[config.mk]
export PLATFORM = sky130hd
export DESIGN_NAME = uart_tx_sched_flat
export DESIGN_NICKNAME = d
export VERILOG_FILES = /design/src/rtl/uart_tx_sched_pkg.sv /design/src/rtl/uart_tx_sched_if.sv /design/src/rtl/uart_tx_sched_rr_arb2.sv /design/src/rtl/uart_tx_sched.sv /design/src/flat_wrapper.sv
export SDC_FILE = /design/constraint.sdc
export NUM_CORES = 1
export LEC_CHECK = 0
export CAP_MARGIN = 5
export CELL_PAD_IN_SITES_DETAIL_PLACEMENT = 1
export CELL_PAD_IN_SITES_GLOBAL_PLACEMENT = 2
export CORE_ASPECT_RATIO = 1.5
export CORE_MARGIN = 2
export CORE_UTILIZATION = 34
export CTS_BUF_LIST = sky130_fd_sc_hd__clkbuf_4
export DETAILED_ROUTE_END_ITERATION = 8
export GPL_TIMING_DRIVEN = 0
export PLACE_DENSITY_LB_ADDON = 0.1
export SKIP_LAST_GASP = 1
export SLEW_MARGIN = 20
export SYNTH_ARGS = -nofsm -noshare
export SYNTH_HDL_FRONTEND = slang
export SYNTH_HIERARCHICAL = 1
export SYNTH_SLANG_ARGS = --single-unit
[constraint.sdc]
create_clock -name clk -period 2.5 [get_ports clk]
set_input_delay 0.5 -clock clk [delete_from_list [all_inputs] [get_ports clk]]
set_output_delay 0.5 -clock clk [all_outputs]
set_load 0.1 [all_outputs]
[src/rtl/uart_tx_sched_pkg.sv]
// Shared definitions for the UART transmit scheduler: state encodings,
// default widths and the baud constants used alongside the transmitter.
package uart_tx_sched_pkg;

  localparam int DATA_W_DEF = 8;

  localparam int unsigned CLK_HZ    = 50_000_000;
  localparam int unsigned BAUD_RATE = 9600;
  localparam int unsigned BAUD_DIV  = CLK_HZ / BAUD_RATE;

  typedef enum logic [2:0] {
    ST_IDLE      = 3'd0,
    ST_FIFO_RD   = 3'd1,
    ST_FIFO_CAP  = 3'd2,
    ST_MSG_ACK   = 3'd3,
    ST_START     = 3'd4,
    ST_WAIT_DONE = 3'd5,
    ST_GAP       = 3'd6
  } state_t;

endpackage

[src/rtl/uart_tx_sched_if.sv]
// Bundle of the FIFO, message, transmitter and status signals around the
// scheduler; master is the scheduler's view, slave the surrounding logic.
interface uart_tx_sched_if
  import uart_tx_sched_pkg::*;
#(
  parameter int DATA_W = DATA_W_DEF
) ();

  logic              fifo_empty;
  logic              fifo_rd_en;
  logic [DATA_W-1:0] fifo_dout;
  logic              msg_valid;
  logic [DATA_W-1:0] msg_data;
  logic              msg_ready;
  logic              tx_start;
  logic [DATA_W-1:0] tx_data;
  logic              tx_done;
  logic              busy;
  logic              grant_src;
  logic              err_timeout;
  logic [15:0]       frame_cnt;

  modport master (
    input  fifo_empty, fifo_dout, msg_valid, msg_data, tx_done,
    output fifo_rd_en, msg_ready, tx_start, tx_data, busy, grant_src,
           err_timeout, frame_cnt
  );

  modport slave (
    output fifo_empty, fifo_dout, msg_valid, msg_data, tx_done,
    input  fifo_rd_en, msg_ready, tx_start, tx_data, busy, grant_src,
           err_timeout, frame_cnt
  );

endinterface

[src/rtl/uart_tx_sched_rr_arb2.sv]
// Two-requester round-robin arbiter: a lone request wins outright, a tie
// goes to the requester that was not granted last.
module rr_arb2 (
  input  logic [1:0] req,
  input  logic       last,
  output logic [1:0] grant
);

  always_comb begin
    grant = 2'b00;
    case (req)
      2'b01:   grant = 2'b01;
      2'b10:   grant = 2'b10;
      2'b11:   grant = last ? 2'b01 : 2'b10;
      default: grant = 2'b00;
    endcase
  end

endmodule

[src/rtl/uart_tx_sched.sv]
// Shares one UART transmitter between a FIFO and a direct message port:
// fetch a byte, pulse tx_start, wait for tx_done (with watchdog), then gap.
module uart_tx_sched
  import uart_tx_sched_pkg::*;
#(
  parameter int          DATA_W     = DATA_W_DEF,
  parameter int unsigned GAP_CYCLES = 16,
  parameter int unsigned TIMEOUT    = 32'd2000000,
  parameter int          CNT_W      = 32
) (
  input  logic            clk,
  input  logic            rst,
  uart_tx_sched_if.master bus
);

  localparam logic [CNT_W-1:0] TO_LAST  = CNT_W'(TIMEOUT - 1);
  localparam logic [CNT_W-1:0] GAP_LAST = CNT_W'(GAP_CYCLES - 1);
  localparam bit               HAS_GAP  = (GAP_CYCLES != 0);

  state_t            state;
  state_t            state_nxt;
  logic [CNT_W-1:0]  cnt;
  logic [1:0]        req;
  logic [1:0]        gnt;
  logic [DATA_W-1:0] tx_data_r;
  logic              grant_src_r;
  logic              err_r;
  logic [15:0]       frame_cnt_r;
  logic              done_hit;
  logic              to_hit;

  assign req      = {bus.msg_valid, ~bus.fifo_empty};
  assign done_hit = (state == ST_WAIT_DONE) && bus.tx_done;
  assign to_hit   = (state == ST_WAIT_DONE) && !bus.tx_done && (cnt == TO_LAST);

  rr_arb2 u_arb (
    .req   (req),
    .last  (grant_src_r),
    .grant (gnt)
  );

  always_ff @(posedge clk or posedge rst) begin
    if (rst) state <= ST_IDLE;
    else     state <= state_nxt;
  end

  always_comb begin
    state_nxt = state;
    case (state)
      ST_IDLE: begin
        if (gnt[0])      state_nxt = ST_FIFO_RD;
        else if (gnt[1]) state_nxt = ST_MSG_ACK;
      end
      ST_FIFO_RD:  state_nxt = ST_FIFO_CAP;
      ST_FIFO_CAP: state_nxt = ST_START;
      ST_MSG_ACK:  state_nxt = bus.msg_valid ? ST_START : ST_IDLE;
      ST_START:    state_nxt = ST_WAIT_DONE;
      ST_WAIT_DONE: begin
        if (done_hit || to_hit) state_nxt = HAS_GAP ? ST_GAP : ST_IDLE;
      end
      ST_GAP: begin
        if (cnt == GAP_LAST) state_nxt = ST_IDLE;
      end
      default: state_nxt = ST_IDLE;
    endcase
  end

  // Control: shared counter, grant history, sticky error, frame count.
  // The counter is zeroed on every exit from WAIT_DONE so GAP starts at 0.
  always_ff @(posedge clk or posedge rst) begin
    if (rst) begin
      cnt         <= '0;
      grant_src_r <= 1'b1;
      err_r       <= 1'b0;
      frame_cnt_r <= 16'd0;
    end else begin
      case (state)
        ST_IDLE: begin
          if (gnt != 2'b00) grant_src_r <= gnt[1];
        end
        ST_START: cnt <= '0;
        ST_WAIT_DONE: begin
          if (done_hit) begin
            frame_cnt_r <= frame_cnt_r + 16'd1;
            cnt         <= '0;
          end else if (to_hit) begin
            err_r <= 1'b1;
            cnt   <= '0;
          end else begin
            cnt <= cnt + CNT_W'(1);
          end
        end
        ST_GAP:  cnt <= cnt + CNT_W'(1);
        default: ;
      endcase
    end
  end

  // Data capture: held from START through the end of WAIT_DONE.
  always_ff @(posedge clk or posedge rst) begin
    if (rst) begin
      tx_data_r <= '0;
    end else if (state == ST_FIFO_CAP) begin
      tx_data_r <= bus.fifo_dout;
    end else if ((state == ST_MSG_ACK) && bus.msg_valid) begin
      tx_data_r <= bus.msg_data;
    end
  end

  assign bus.fifo_rd_en  = (state == ST_FIFO_RD);
  assign bus.msg_ready   = (state == ST_MSG_ACK) && bus.msg_valid;
  assign bus.tx_start    = (state == ST_START);
  assign bus.tx_data     = tx_data_r;
  assign bus.busy        = (state != ST_IDLE);
  assign bus.grant_src   = grant_src_r;
  assign bus.err_timeout = err_r;
  assign bus.frame_cnt   = frame_cnt_r;

endmodule

[src/flat_wrapper.sv]
// flat-port wrapper written by rule: the top's interface ports become plain ports
module uart_tx_sched_flat import uart_tx_sched_pkg::*;
#(
  parameter int          DATA_W     = DATA_W_DEF,
  parameter int unsigned GAP_CYCLES = 16,
  parameter int unsigned TIMEOUT    = 32'd2000000,
  parameter int          CNT_W      = 32
)
  (clk, rst, bus_fifo_empty, bus_fifo_dout, bus_msg_valid, bus_msg_data, bus_tx_done, bus_fifo_rd_en, bus_msg_ready, bus_tx_start, bus_tx_data, bus_busy, bus_grant_src, bus_err_timeout, bus_frame_cnt);
  uart_tx_sched_if #(.DATA_W(DATA_W)) bus_i ();
  input  logic clk;
  input  logic rst;
  input wire logic [$bits(bus_i.fifo_empty)-1:0] bus_fifo_empty;
  input wire logic [$bits(bus_i.fifo_dout)-1:0] bus_fifo_dout;
  input wire logic [$bits(bus_i.msg_valid)-1:0] bus_msg_valid;
  input wire logic [$bits(bus_i.msg_data)-1:0] bus_msg_data;
  input wire logic [$bits(bus_i.tx_done)-1:0] bus_tx_done;
  output wire logic [$bits(bus_i.fifo_rd_en)-1:0] bus_fifo_rd_en;
  output wire logic [$bits(bus_i.msg_ready)-1:0] bus_msg_ready;
  output wire logic [$bits(bus_i.tx_start)-1:0] bus_tx_start;
  output wire logic [$bits(bus_i.tx_data)-1:0] bus_tx_data;
  output wire logic [$bits(bus_i.busy)-1:0] bus_busy;
  output wire logic [$bits(bus_i.grant_src)-1:0] bus_grant_src;
  output wire logic [$bits(bus_i.err_timeout)-1:0] bus_err_timeout;
  output wire logic [$bits(bus_i.frame_cnt)-1:0] bus_frame_cnt;
  assign bus_i.fifo_empty = bus_fifo_empty;
  assign bus_i.fifo_dout = bus_fifo_dout;
  assign bus_i.msg_valid = bus_msg_valid;
  assign bus_i.msg_data = bus_msg_data;
  assign bus_i.tx_done = bus_tx_done;
  assign bus_fifo_rd_en = bus_i.fifo_rd_en;
  assign bus_msg_ready = bus_i.msg_ready;
  assign bus_tx_start = bus_i.tx_start;
  assign bus_tx_data = bus_i.tx_data;
  assign bus_busy = bus_i.busy;
  assign bus_grant_src = bus_i.grant_src;
  assign bus_err_timeout = bus_i.err_timeout;
  assign bus_frame_cnt = bus_i.frame_cnt;
  uart_tx_sched #(.DATA_W(DATA_W), .GAP_CYCLES(GAP_CYCLES), .TIMEOUT(TIMEOUT), .CNT_W(CNT_W)) u_core (.clk(clk), .rst(rst), .bus(bus_i));
endmodule
# == Word level (Yosys, flattened, before mapping) ==
# Cells that the tools add are included.
# totals
reg_bits,61
in_bits,21
output_inout_bits,30
elab_cells,52
# classes
addsub,2
n_eq_ne,14
mux,13
n_bitwise,2
n_reduce_logical,15
# op_table
operator,n
$pmux 32 s3,1
$mux 32,2
$add 32x1->32 const B,1
$eq 32x21->1 const B,1
$eq 32x4->1 const B,1
$pmux 3 s7,1
$add 16x1->16 const B,1
$mux 8,2
$mux 3,5
$eq 3x3->1 const B,3
$eq 3x2->1 const B,2
$pmux 2 s3,1
$reduce_and 3->1,2
$reduce_bool 3->1,2
$eq 2x2->1 const B,2
$logic_and 1x1->1,4
$reduce_and 2->1,2
$reduce_bool 2->1,2
$eq 3x1->1 const B,1
$logic_not 3->1,1
$ne 3x1->1 const B,1
$eq 2x1->1 const B,1
$mux 2,1
$ne 2x1->1 const B,1
other kinds (4),5

# == Logic depth before layout (Yosys ltp) ==
# Gate-level depths: netlist of the first run.
# logic_depth
word_depth,6
ltp_mapped,8
ltp_nobuf,7

# == By module ==
# The synthesis of the first run kept the hierarchy.
# modules_own_cells
module,n_inst,cells_per_inst,area_each_um2
uart_tx_sched,1,335,3183.1
rr_arb2,1,3,18.8

# == Least setup slack after synthesis of the first run ==
# Ideal clock, no wire load.
# synth_timing
path_kind,flip-flop to output port
from,register u_core.state[2]
to,output bus_tx_start
arrival_ns,2.880
required_ns,2.000
slack_ns,-0.880
stages_incl_launch_ff,3
n_path_buf,1
path_cell_list,dfrtp_1 -> clkbuf_1 -> nor3b_1
# synth_between
elab_chain_len,1
# synth_rtl
element,line,rtl
"start, declared",uart_tx_sched.sv:20,state_t state;
"start signal, assigned",uart_tx_sched.sv:44,else state <= state_nxt;
$eq 3x3->1,uart_tx_sched.sv:112,assign bus.tx_start = (state == ST_START);
"end, declared",flat_wrapper.sv:20,output wire logic [$bits(bus_i.tx_start)-1:0] bus_tx_start;
# No other way between the ends.

# == Final worst setup path of the first run ==
# layout_timing
from,"register u_core.tx_data_r[0], in the netlist u_core/bus.tx_data[0]"
to,output bus_tx_data[0]
# layout_lines
element,line,rtl
"start, declared",uart_tx_sched.sv:25,logic [DATA_W-1:0] tx_data_r;
"start signal, assigned",uart_tx_sched.sv:104,tx_data_r <= bus.fifo_dout;
"start signal, assigned",uart_tx_sched.sv:106,tx_data_r <= bus.msg_data;
"end, declared",flat_wrapper.sv:21,output wire logic [$bits(bus_i.tx_data)-1:0] bus_tx_data;
# No word-level cell between the ends.

==> results of run 1 <==
power by group through the flow:
stage	Combinational, W	Clock (W)	Sequential [W]
after floorplan	0.000820	0	0.00201
after global placement	0.00209	0	0.00129
after detailed placement	0.00212	0	0.00130
after CTS	0.00209	0.000591	0.00128
after global routing	0.00224	0.000632	0.00131
final	0.00211	0.000565	0.00128
stage by stage:
stage	utilization [%]	power, W	setup slack (ns)
global route	43.5	0.00418	-0.0270
floorplan	-	0.00283	0.0339
finish	43.5	0.00395	0.0608
CTS	42.9	0.00396	-0.0619
global placement	41.9	0.00338	-0.775
detailed placement	42.1	0.00342	-0.770
path summary, 6_finish.rpt:
kind,start,end,slack (ns),cells past startpoint
min in group clk,u_core/bus.frame_cnt[15]$_DFFE_PP0P_,u_core/bus.frame_cnt[15]$_DFFE_PP0P_,0.49,1
setup / recovery,u_core/bus.tx_data[0]$_DFFE_PP0P_,bus_tx_data[0],0.06,1
hold / removal,rst,u_core/cnt[25]$_DFFE_PP0P_,0.38,2
hold reg to reg,u_core/bus.frame_cnt[15]$_DFFE_PP0P_,u_core/bus.frame_cnt[15]$_DFFE_PP0P_,0.49,1
max in group asynchronous,rst,u_core/bus.grant_src$_DFFE_PP1P_,1.54,3
setup reg to reg,u_core/cnt[0]$_DFFE_PP0P_,u_core/cnt[14]$_DFFE_PP0P_,0.11,8
sequential cells by signal, summed over array words and instances (netlist names):
name and cells:
u_core/bus.frame_cnt 16, u_core/bus.tx_data 8, u_core/cnt 32, u_core/state 3, u_core/bus.err_timeout 1, u_core/bus.grant_src 1
layer usage:
layer	GRT usage (%)	vias up	share of wire, %
met2	35.7	37	55
met4	7.07	0	2.0
met5	0	-	0
met3	3.43	12	2.5
li1	-	1342	-
met1	21.6	1403	41
cell usage in the layout, fill, tap and decap left out, types with 2 or more instances in the layout:
cell,instances
dfrtp_1,59
nand2_1,40
clkdlybuf4s50_1,28
nand3_1,27
nor2_1,26
o21ai_0,18
xor2_1,16
dlygate4sd2_1,15
xnor2_1,12
and3_1,11
a21oi_1,11
clkbuf_4,10
nand4_1,10
buf_4,9
inv_1,9
mux2i_1,8
or3_1,7
nor3_1,7
nor4_1,6
buf_2,4
clkbuf_1,4
nand3b_1,4
clkinv_2,3
dlymetal6s2s_1,3
clkbuf_2,3
and2_1,3
o31ai_1,3
a311oi_1,3
nand4b_1,3
a31oi_1,3
clkinvlp_4,2
nor2b_1,2
o21bai_1,2
a41oi_1,2
nor3_2,2
a22o_1,2
nor3b_1,2
ha_1,2
area by class of cell:
type                            instances  area (sq um)
Buffer                                 13          76.3
Multi-Input combinational cell        253          1590
Timing Repair Buffer                   56           529
Clock buffer                            9          67.6
Inverter                               10          40.0
Fill cell                            1070          5200
Clock inverter                          5          30.0
Sequential cell                        61          1530
Tap cell                              112           140
Antenna cell                            1          2.50
cells by family (layout without fill, tap and decap cells):
group                    Yosys count  after routing
AND/OR/NAND/NOR                  159            159
flip-flops                        61             61
AO/OA/AOI/OAI                     56             56
XOR/XNOR                          28             28
buffers and inverters             24             93
multiplexers                       8              8
adder cells (fa/ha/maj)            2              2
other                              0              1
what timing repair did:
| item | CTS | global route |
|---|---|---|
| cloned | 0 | 0 |
| buffers inserted | 1 | 4 |
| pin swaps | 1 | 2 |
| endpoints found under the setup margin | 19 | 36 |
| gates resized for setup | 36 | 13 |
==> metrics.md, run 1 <==
| Metric | Value |
|---|---|
| Min cycle time layout | 2.44 ns |
| Layout Nets | 427 |
| Largest stage delay, worst path | 1.15 ns |
| Adder-cell share of the synthesized area | 0.782% |
| Initial antenna violation count | 1 |
| Yosys warns | 6 |
| Area leader, netlist | dfrtp_1 |
| Sequential-to-total area share from yosys stat | 47.7% |
| Final setup violation count | 0 |
| Critical path, cell by cell | clkdlybuf4s50_1 |
| Final period util | 97.6% |
| WL per Instance | 17.6 um |
| Netlist Area Pre-Place | 3200 sq um |
| Dominant cell by count in the synthesized netlist | dfrtp_1 |
| Post-synthesis mux area share | 2.50% |
| Slew Limit Fails | 0 |
| Port Buffers | 50 |
| Compound-Gate Fraction of Synth Area | 11.8% |
| Outcome | finished clean |
| Worst hold path type | input pin to asynchronous set/reset pin |
| Hold Worst Slack | 0.383 ns |
| Unrepaired setup endpoints after global routing | true |
| Crit end category | output port |
| DRC Markers | 0 |
| CP Class | register to output port |
| Max-cap violations | 0 |
| Max IR drop VDD | 0.000634 V |
| Via count | 2794 |
| Asr flop ratio synth | 100% |
| Row count | 43 |
| FMAX | 410 MHz |
| Ports | 51 |
| Drt pass-1 iters | 4 |
| Flops & latches, synth | 61 |
| Max Root-Sink Buffers | 2 |
| Die X | 83.2 um |
| Setup TNS | 0 ns |
| Most used flip-flop cell after synthesis | dfrtp_1 |
| DR vias/cell | 5.37 |
| GPL Wtd Cong | 0.783 |
| Post-synth EDFFs | 0 |
| Pin count of the biggest net entering global routing | 41 |
| Switching Share | 53.3% |
| Synth top area share | 46.9% |
| Kind of cell adding the most delay to the critical path | buffers and inverters |
| Worst-Margin Slew | 1.00 ns |
| Total grt overflow | 0 |
| CP arrival | 1.94 ns |
| Die area | 10200 sq um |
| Syn nets | 361 |
| Combinational share of power | 53.4% |
| Post-synth top cells | 60 x dfrtp_1, 40 x nand2_1, 27 x nand3_1, 26 x nor2_1, 18 x o21ai_0 |
| Routed WL | 9.16 mm |
| Starting Density | 34.8% |
| DP HPWL | 6.61 mm |
| Top cells by area, synth | dfrtp_1 47%, nand2_1 4.7%, xor2_1 4.4% |
| CTS sink count | 61 |
| Mapped Cells | 338 |
| Synth cell types | 50 |
| Share of layout cells above drive strength 1 | 12.0% |
| Routed Antenna Nets | 0 |
| Cell area power density | 987 nW/um^2 |
| Overall routing resource usage | 19.1% |
| Wire length of the first global-routing pass | 15.3 mm |
| Sequential power share | 32.3% |
| Avg Inst Size Synth | 9.47 sq um |
| Hold-fix buffers, CTS | 0 |
| XOR/XNOR Fraction of Synth Area | 7.66% |
| DP Area | 3870 sq um |
| Starting DRT DRC Count | 115 |
| Post-Synth Simple-Gate Area | 26.2% |
| Slowest-stage cell, CP | clkdlybuf4s50_1 |
| Req. time, crit path | 2.00 ns |
| Clock transition at path regs | 0.11 ns |
| Fin area | 4000 sq um |
| Worst-skew pair later-pin latency | 0.42 ns |
| Static leakage | 1.86 nW |
| Clk_skew | 0.0153 ns |
| Final Hold Viols | 0 |
| Core area | 9200 sq um |
| Worst Path Buf+Inv | 1 |
| Largest family of logic cells by synthesized area | simple AND/OR/NAND/NOR gates |
| Internal | 0.00184 W |
| Clock share of power | 14.3% |
| Vias in the first global route | 2932 |
| Die Ht | 123 um |
| Total CTS buffers | 9 |
| H-tree depth | 3 |
| CP Max Fanout | 2 |
| Worst slew margin | 33.1% |
| Area Overhead vs Synth | 25.0% |
| CTS tree | built |
| Worst setup SP type | register |
| Root buffer cell | clkbuf_4 |
| Final std cells w/o fill | 520 |
| Switching power | 0.00211 W |
| Dpl cells | 501 |
Power figures use the tool's default switching activity.
==> run 2, diff against run 1 <==
MAX_ROUTING_LAYER = met4   (was unset)
==> run 2 against run 1 <==
Against the previous run:
- setup slack about the same
- cell count unchanged
- critical endpoint unchanged
- core utilization unchanged
- largest cell class unchanged
- critical path type unchanged
- routed wire length up 0.24%
- hold slack better by 0.0021 ns
- flip-flop and latch count unchanged
- clock-buffer cell count unchanged
- die area unchanged
- sequential share of layout area unchanged
==> metrics.md, run 2 (synthesis gave the netlist of run 1 again) <==
| Metric | Value |
|---|---|
| Outcome | finished clean |
| Port Buffers | 50 (unchanged) |
| Worst hold path type | input pin to asynchronous set/reset pin |
| Initial antenna violation count | 1 (unchanged) |
| Register with the most flip-flops | u_core/cnt |
| Final period util | 97.6% (about the same) |
| Row count | 43 (unchanged) |
| DP HPWL | 6.61 mm (unchanged) |
| Fill cell total of the finished layout | 1070 (unchanged) |
| Reg2reg path depth | 8 (unchanged) |
| Setup TNS | 0 ns (unchanged) |
| Worst Path Buf+Inv | 1 (unchanged) |
| Cell area power density | 988 nW/um^2 (+0.11%) |
| Die Ht | 123 um (unchanged) |
| Largest stage delay, worst path | 1.15 ns (about the same) |
| Clk_skew | 0.0157 ns (+0.000318 ns) |
| FMAX | 410 MHz (about the same) |
| Final std cells w/o fill | 520 (unchanged) |
| Layout Nets | 427 (unchanged) |
| Clock transition at path regs | 0.11 ns (about the same) |
| GPL Wtd Cong | 0.794 (+1.4%) |
| Critical path, cell by cell | clkdlybuf4s50_1 |
| Via count | 2800 (+0.21%) |
| Routed Antenna Nets | 0 (unchanged) |
| Ports | 51 (unchanged) |
| Worst-Margin Slew | 1.00 ns (+0.000245 ns) |
| Vias in the first global route | 2934 (+0.068%) |
| Core area | 9200 sq um (unchanged) |
| Total CTS buffers | 9 (unchanged) |
| Req. time, crit path | 2.00 ns (about the same) |
| CP Class | register to output port |
| Max-cap violations | 0 (unchanged) |
| FF-to-FF Start | u_core/cnt[0]$_DFFE_PP0P_ |
| Die area | 10200 sq um (unchanged) |
| Slew Limit Fails | 0 (unchanged) |
| Starting Density | 34.8% (unchanged) |
| CTS tree | built |
| Worst setup SP type | register |
| Wire length of the first global-routing pass | 15.4 mm (about the same) |
| CP arrival | 1.94 ns (about the same) |
| Most frequent cells in the layout | 59 x dfrtp_1, 40 x nand2_1, 28 x clkdlybuf4s50_1 |
| Area Overhead vs Synth | 25.0% (unchanged) |
| Overall routing resource usage | 19.7% (+0.57 points) |
| Die X | 83.2 um (unchanged) |
| Starting DRT DRC Count | 113 (-1.7%) |
| Kind of cell adding the most delay to the critical path | buffers and inverters |
| Max Root-Sink Buffers | 2 (unchanged) |
| Min cycle time layout | 2.44 ns (-0.000135 ns) |
| Root buffer cell | clkbuf_4 |
| Final setup violation count | 0 (unchanged) |
| Pin count of the biggest net entering global routing | 41 (unchanged) |
| Max reg flops | 32 (unchanged) |
| WL per Instance | 17.7 um (+0.24%) |
| Final Hold Viols | 0 (unchanged) |
| DRC Markers | 0 (unchanged) |
| Reg2reg setup slack | 0.10 ns (about the same) |
| Routed WL | 9.18 mm (+0.24%) |
| CTS sink count | 61 (unchanged) |
| Unrepaired setup endpoints after global routing | true |
| Crit end category | output port |
| Worst slew margin | 33.1% (about the same) |
| Hold-fix buffers, CTS | 0 (unchanged) |
| Most common cell after layout, fill and taps aside | dfrtp_1 |
| CP Max Fanout | 2 (unchanged) |
| H-tree depth | 3 (unchanged) |
| DR vias/cell | 5.38 (+0.21%) |
| Post-route setup slack | 0.0609 ns (+0.000135 ns) |
| Reg-to-reg endpoint | u_core/cnt[14]$_DFFE_PP0P_ |
| Share of layout cells above drive strength 1 | 12.0% (unchanged) |
| Worst-skew pair later-pin latency | 0.42 ns (about the same) |
| Dpl cells | 501 (unchanged) |
| Total grt overflow | 0 (unchanged) |
| Static leakage | 1.86 nW (unchanged) |
| Core Util, Final | 43.5% (unchanged) |
| Pre-CTS WS | -0.770 ns (unchanged) |
| Slowest-stage cell, CP | clkdlybuf4s50_1 |
| Total power | 0.00396 W (+0.11%) |
| Drt pass-1 iters | 4 (unchanged) |
| Max IR drop VDD | 0.000633 V (about the same) |
[run 2: cell counts in the layout (fill, tap and decap cells not counted)]
Identical to the previous run, type by type.
[run 2: area by class of cell]
cell class	count	area, sq um	area share, %
sequential	61	1530	38.2
tap	112	140	3.50
timing repair buffer	56	529	13.2
clock buffer	9	67.6	1.69
antenna	1	2.50	0.0625
buffer	13	76.3	1.91
multi-input combinational	253	1590	39.7
clock inverter	5	30.0	0.750
inverter	10	40.0	1.00
[run 2: where the power goes]
| group | internal (W) | total (W) | switching (W) | leakage [nW] |
|---|---|---|---|---|
| sequential | 0.00114 | 0.00128 | 0.000132 | 0.821 |
| combinational | 0.000512 | 0.00212 | 0.00160 | 0.984 |
| clock | 0.000187 | 0.000564 | 0.000377 | 0.0534 |
| total | 0.00184 | 0.00396 | 0.00211 | 1.86 |
[run 2: worst max-delay path by stage]
stage          cells past startpoint  slack [ns]                               from                          to
6_report                           1        0.06  u_core/bus.tx_data[0]$_DFFE_PP0P_              bus_tx_data[0]
5_1_grt                            8       -0.04          u_core/cnt[0]$_DFFE_PP0P_  u_core/cnt[15]$_DFFE_PP0P_
4_1_cts                            4       -0.06        u_core/state[2]$_DFFE_PP0P_               bus_msg_ready
3_5_place_dp                       5       -0.77                      bus_msg_valid               bus_msg_ready
3_3_place_gp                       2       -0.77                                rst  u_core/cnt[16]$_DFFE_PP0P_
2_1_floorplan                      3        0.03        u_core/state[0]$_DFFE_PP0P_              bus_fifo_rd_en
[run 2: layer usage]
layer,part of all wire [%],vias up,track usage [%],wire length (um)
met3,2.4,12,3.83,216
met5,0,-,-,0
met2,54,40,35.6,4960
met1,41,1409,21.8,3790
li1,-,1339,-,-
met4,2.3,0,6.45,213
[run 2: metrics by stage]
stage | instance area [sq um] | hold slack (ns)
global route | 4000 | 0.402
global placement | 3850 | 0.460
finish | 4000 | 0.385
detailed placement | 3870 | 0.479
floorplan | 3210 | 0.473
CTS | 3950 | 0.366
[run 2: what timing repair did]
action                                  4_1_cts  5_1_grt
pin swaps                                     1        2
buffers inserted                              1        4
gates resized for setup                      36       13
endpoints found under the setup margin       19       37
==> run 3, diff against run 2 <==
CORE_MARGIN = 1   (was 2)
==> run 3 against run 2 <==
Against the previous run:
- hold slack improved by 0.012 ns
- power increased by 6.1%
- setup slack better by 0.012 ns
- sequential share of layout area is 0.79 points lower
- via count is 0.86% higher
- critical path type unchanged
==> metrics.md, run 3 (synthesis gave the netlist of run 1 again) <==
| Metric | Value |
|---|---|
| FMAX | 412 MHz (+0.47%) |
| Switching power | 0.00212 W (+0.57%) |
| Internal | 0.00207 W (+12%) |
| Clk_skew | 0.0129 ns (-0.00280 ns) |
| Final setup violation count | 0 (unchanged) |
| Cell area power density | 1030 nW/um^2 (+3.9%) |
| Layout Nets | 428 (+0.23%) |
| Root buffer cell | clkbuf_4 |
| Min cycle time layout | 2.43 ns (-0.0115 ns) |
| Share of layout cells above drive strength 1 | 12.0% (-0.088 points) |
| Worst setup SP type | register |
| DRC Markers | 0 (unchanged) |
| DP HPWL | 6.61 mm (about the same) |
| Setup TNS | 0 ns (unchanged) |
| Worst-Margin Slew | 0.987 ns (-0.0133 ns) |
| Wire length of the first global-routing pass | 15.1 mm (-1.5%) |
| Starting DRT DRC Count | 80 (-29%) |
| Max reg flops | 32 (unchanged) |
| Register with the most flip-flops | u_core/cnt |
| Hold Worst Slack | 0.397 ns (+0.0119 ns) |
| Die X | 81.2 um (-2.4%) |
| Most common cell after layout, fill and taps aside | dfrtp_1 |
| FF-to-FF Start | u_core/cnt[1]$_DFFE_PP0P_ |
| DR top layer | met4 |
| Reg-to-reg endpoint | u_core/cnt[22]$_DFFE_PP0P_ |
| Row count | 43 (unchanged) |
| Total CTS buffers | 9 (unchanged) |
| Port Buffers | 50 (unchanged) |
| CP Class | register to output port |
| CP Max Fanout | 2 (unchanged) |
| Area Overhead vs Synth | 27.5% |
| Starting Density | 34.8% (unchanged) |
| Largest stage delay, worst path | 1.14 ns (about the same) |
| Initial antenna violation count | 0 (-1) |
| Die area | 9820 sq um (-4.0%) |
| Clock share of power | 18.9% (+4.6 points) |
| Max-cap violations | 0 (unchanged) |
| GPL Wtd Cong | 0.808 (+1.8%) |
| Antenna cells | 0 (-1) |
| Combinational share of power | 50.8% (-2.7 points) |
| Overall routing resource usage | 21.1% (+1.5 points) |
| Drt pass-1 iters | 4 (unchanged) |
| Die Ht | 121 um (-1.6%) |
| Static leakage | 1.91 nW (+3.0%) |
| H-tree depth | 3 (unchanged) |
| Hold-fix buffers, CTS | 0 (unchanged) |
| Critical path, cell by cell | clkdlybuf4s50_1 |
| Met2 wire length | 5.04 mm (+1.6%) |
| Max IR drop VDD | 0.000694 V (+9.6%) |
| Pin count of the biggest net entering global routing | 40 (-2.4%) |
| Vias in the first global route | 3022 (+3.0%) |
| Fill cell total of the finished layout | 1075 (+0.47%) |
| DR vias/cell | 5.41 (+0.47%) |
| Reg2reg path depth | 10 (+2) |
| Core area | 9200 sq um (unchanged) |
| Clock transition at path regs | 0.12 ns (about the same) |
| CTS sink count | 61 (unchanged) |
| Via count | 2824 (+0.86%) |
| Worst slew margin | 34.0% (+0.89 points) |
| Ports | 51 (unchanged) |
| CTS tree | built |
| Switching Share | 50.6% (-2.8 points) |
| Final period util | 97.1% (-0.46 points) |
| Total power | 0.00420 W (+6.1%) |
| Reg2reg setup slack | 0.12 ns (+0.02 ns) |
| Kind of cell adding the most delay to the critical path | buffers and inverters |
| Sequential power share | 30.3% (-1.9 points) |
| Core Util, Final | 44.4% (+0.88 points) |
| Slowest-stage cell, CP | clkdlybuf4s50_1 |
| M1 WL | 3.79 mm (-0.13%) |
| Most frequent cells in the layout | 60 x dfrtp_1, 40 x nand2_1, 29 x clkdlybuf4s50_1 |
| Worst Path Buf+Inv | 1 (unchanged) |
| Crit end category | output port |
| Req. time, crit path | 2.00 ns (about the same) |
| Slew Limit Fails | 0 (unchanged) |
| WL per Instance | 17.6 um (-0.36%) |
| Max Root-Sink Buffers | 2 (unchanged) |
| Outcome | finished clean |
| Routed Antenna Nets | 0 (unchanged) |
| Routed WL | 9.19 mm (about the same) |
| Total grt overflow | 0 (unchanged) |
| Final Hold Viols | 0 (unchanged) |
| Crit. Startpoint | u_core/bus.err_timeout$_DFFE_PP0P_ |
| CP arrival | 1.93 ns (about the same) |
| Routed wl met3 | 247 um (+14%) |
| Worst-skew pair later-pin latency | 0.41 ns (about the same) |
| Worst hold path type | input pin to asynchronous set/reset pin |
[run 3: repair_timing]
| action | 4_1_cts | 5_1_grt |
|---|---|---|
| pin swaps | 1 | 2 |
| buffers inserted | 2 | 4 |
| setup endpoints to repair | 17 | 39 |
| resized for setup | 32 | 19 |
[run 3: cell type report]
type	count	area, sq um	share of cell area (%)
buffer	13	78.8	1.93
multi-input combinational	253	1590	38.9
sequential	61	1530	37.4
clock buffer	9	67.6	1.65
inverter	10	40.0	0.980
clock inverter	7	88.8	2.18
timing repair buffer	57	551	13.5
tap	112	140	3.43
[run 3: layer usage]
metal	vias to the layer above	track usage (%)
met1	1430	23.7
met5	-	-
met4	0	7.81
met3	9	4.06
met2	37	36.6
li1	1348	-
[run 3: worst max-delay path by stage]
stage | depth (start not counted) | end | slack [ns]
global placement | 2 | u_core/cnt[16]$_DFFE_PP0P_ | -0.80
global route | 10 | u_core/cnt[22]$_DFFE_PP0P_ | -0.01
CTS | 4 | bus_msg_ready | -0.06
floorplan | 3 | bus_fifo_rd_en | 0.03
finish | 1 | bus_err_timeout | 0.07
detailed placement | 5 | bus_msg_ready | -0.76
[run 3: power by group through the flow]
stage | clock (W) | sequential (W) | combinational [W]
finish | 0.000794 | 0.00127 | 0.00213
global route | 0.000851 | 0.00129 | 0.00228
CTS | 0.000820 | 0.00127 | 0.00211
detailed placement | 0 | 0.00130 | 0.00212
global placement | 0 | 0.00129 | 0.00209
floorplan | 0 | 0.00201 | 0.000820
[run 3: through the flow]
stage          instance area, sq um  worst slack (ns)  instances
5_1_grt                        4080           -0.0139        522
3_5_place_dp                   3870            -0.764        501
6_report                       4080            0.0724        522
3_3_place_gp                   3850            -0.799        500
2_1_floorplan                  3210            0.0339        338
4_1_cts                        4020           -0.0632        518
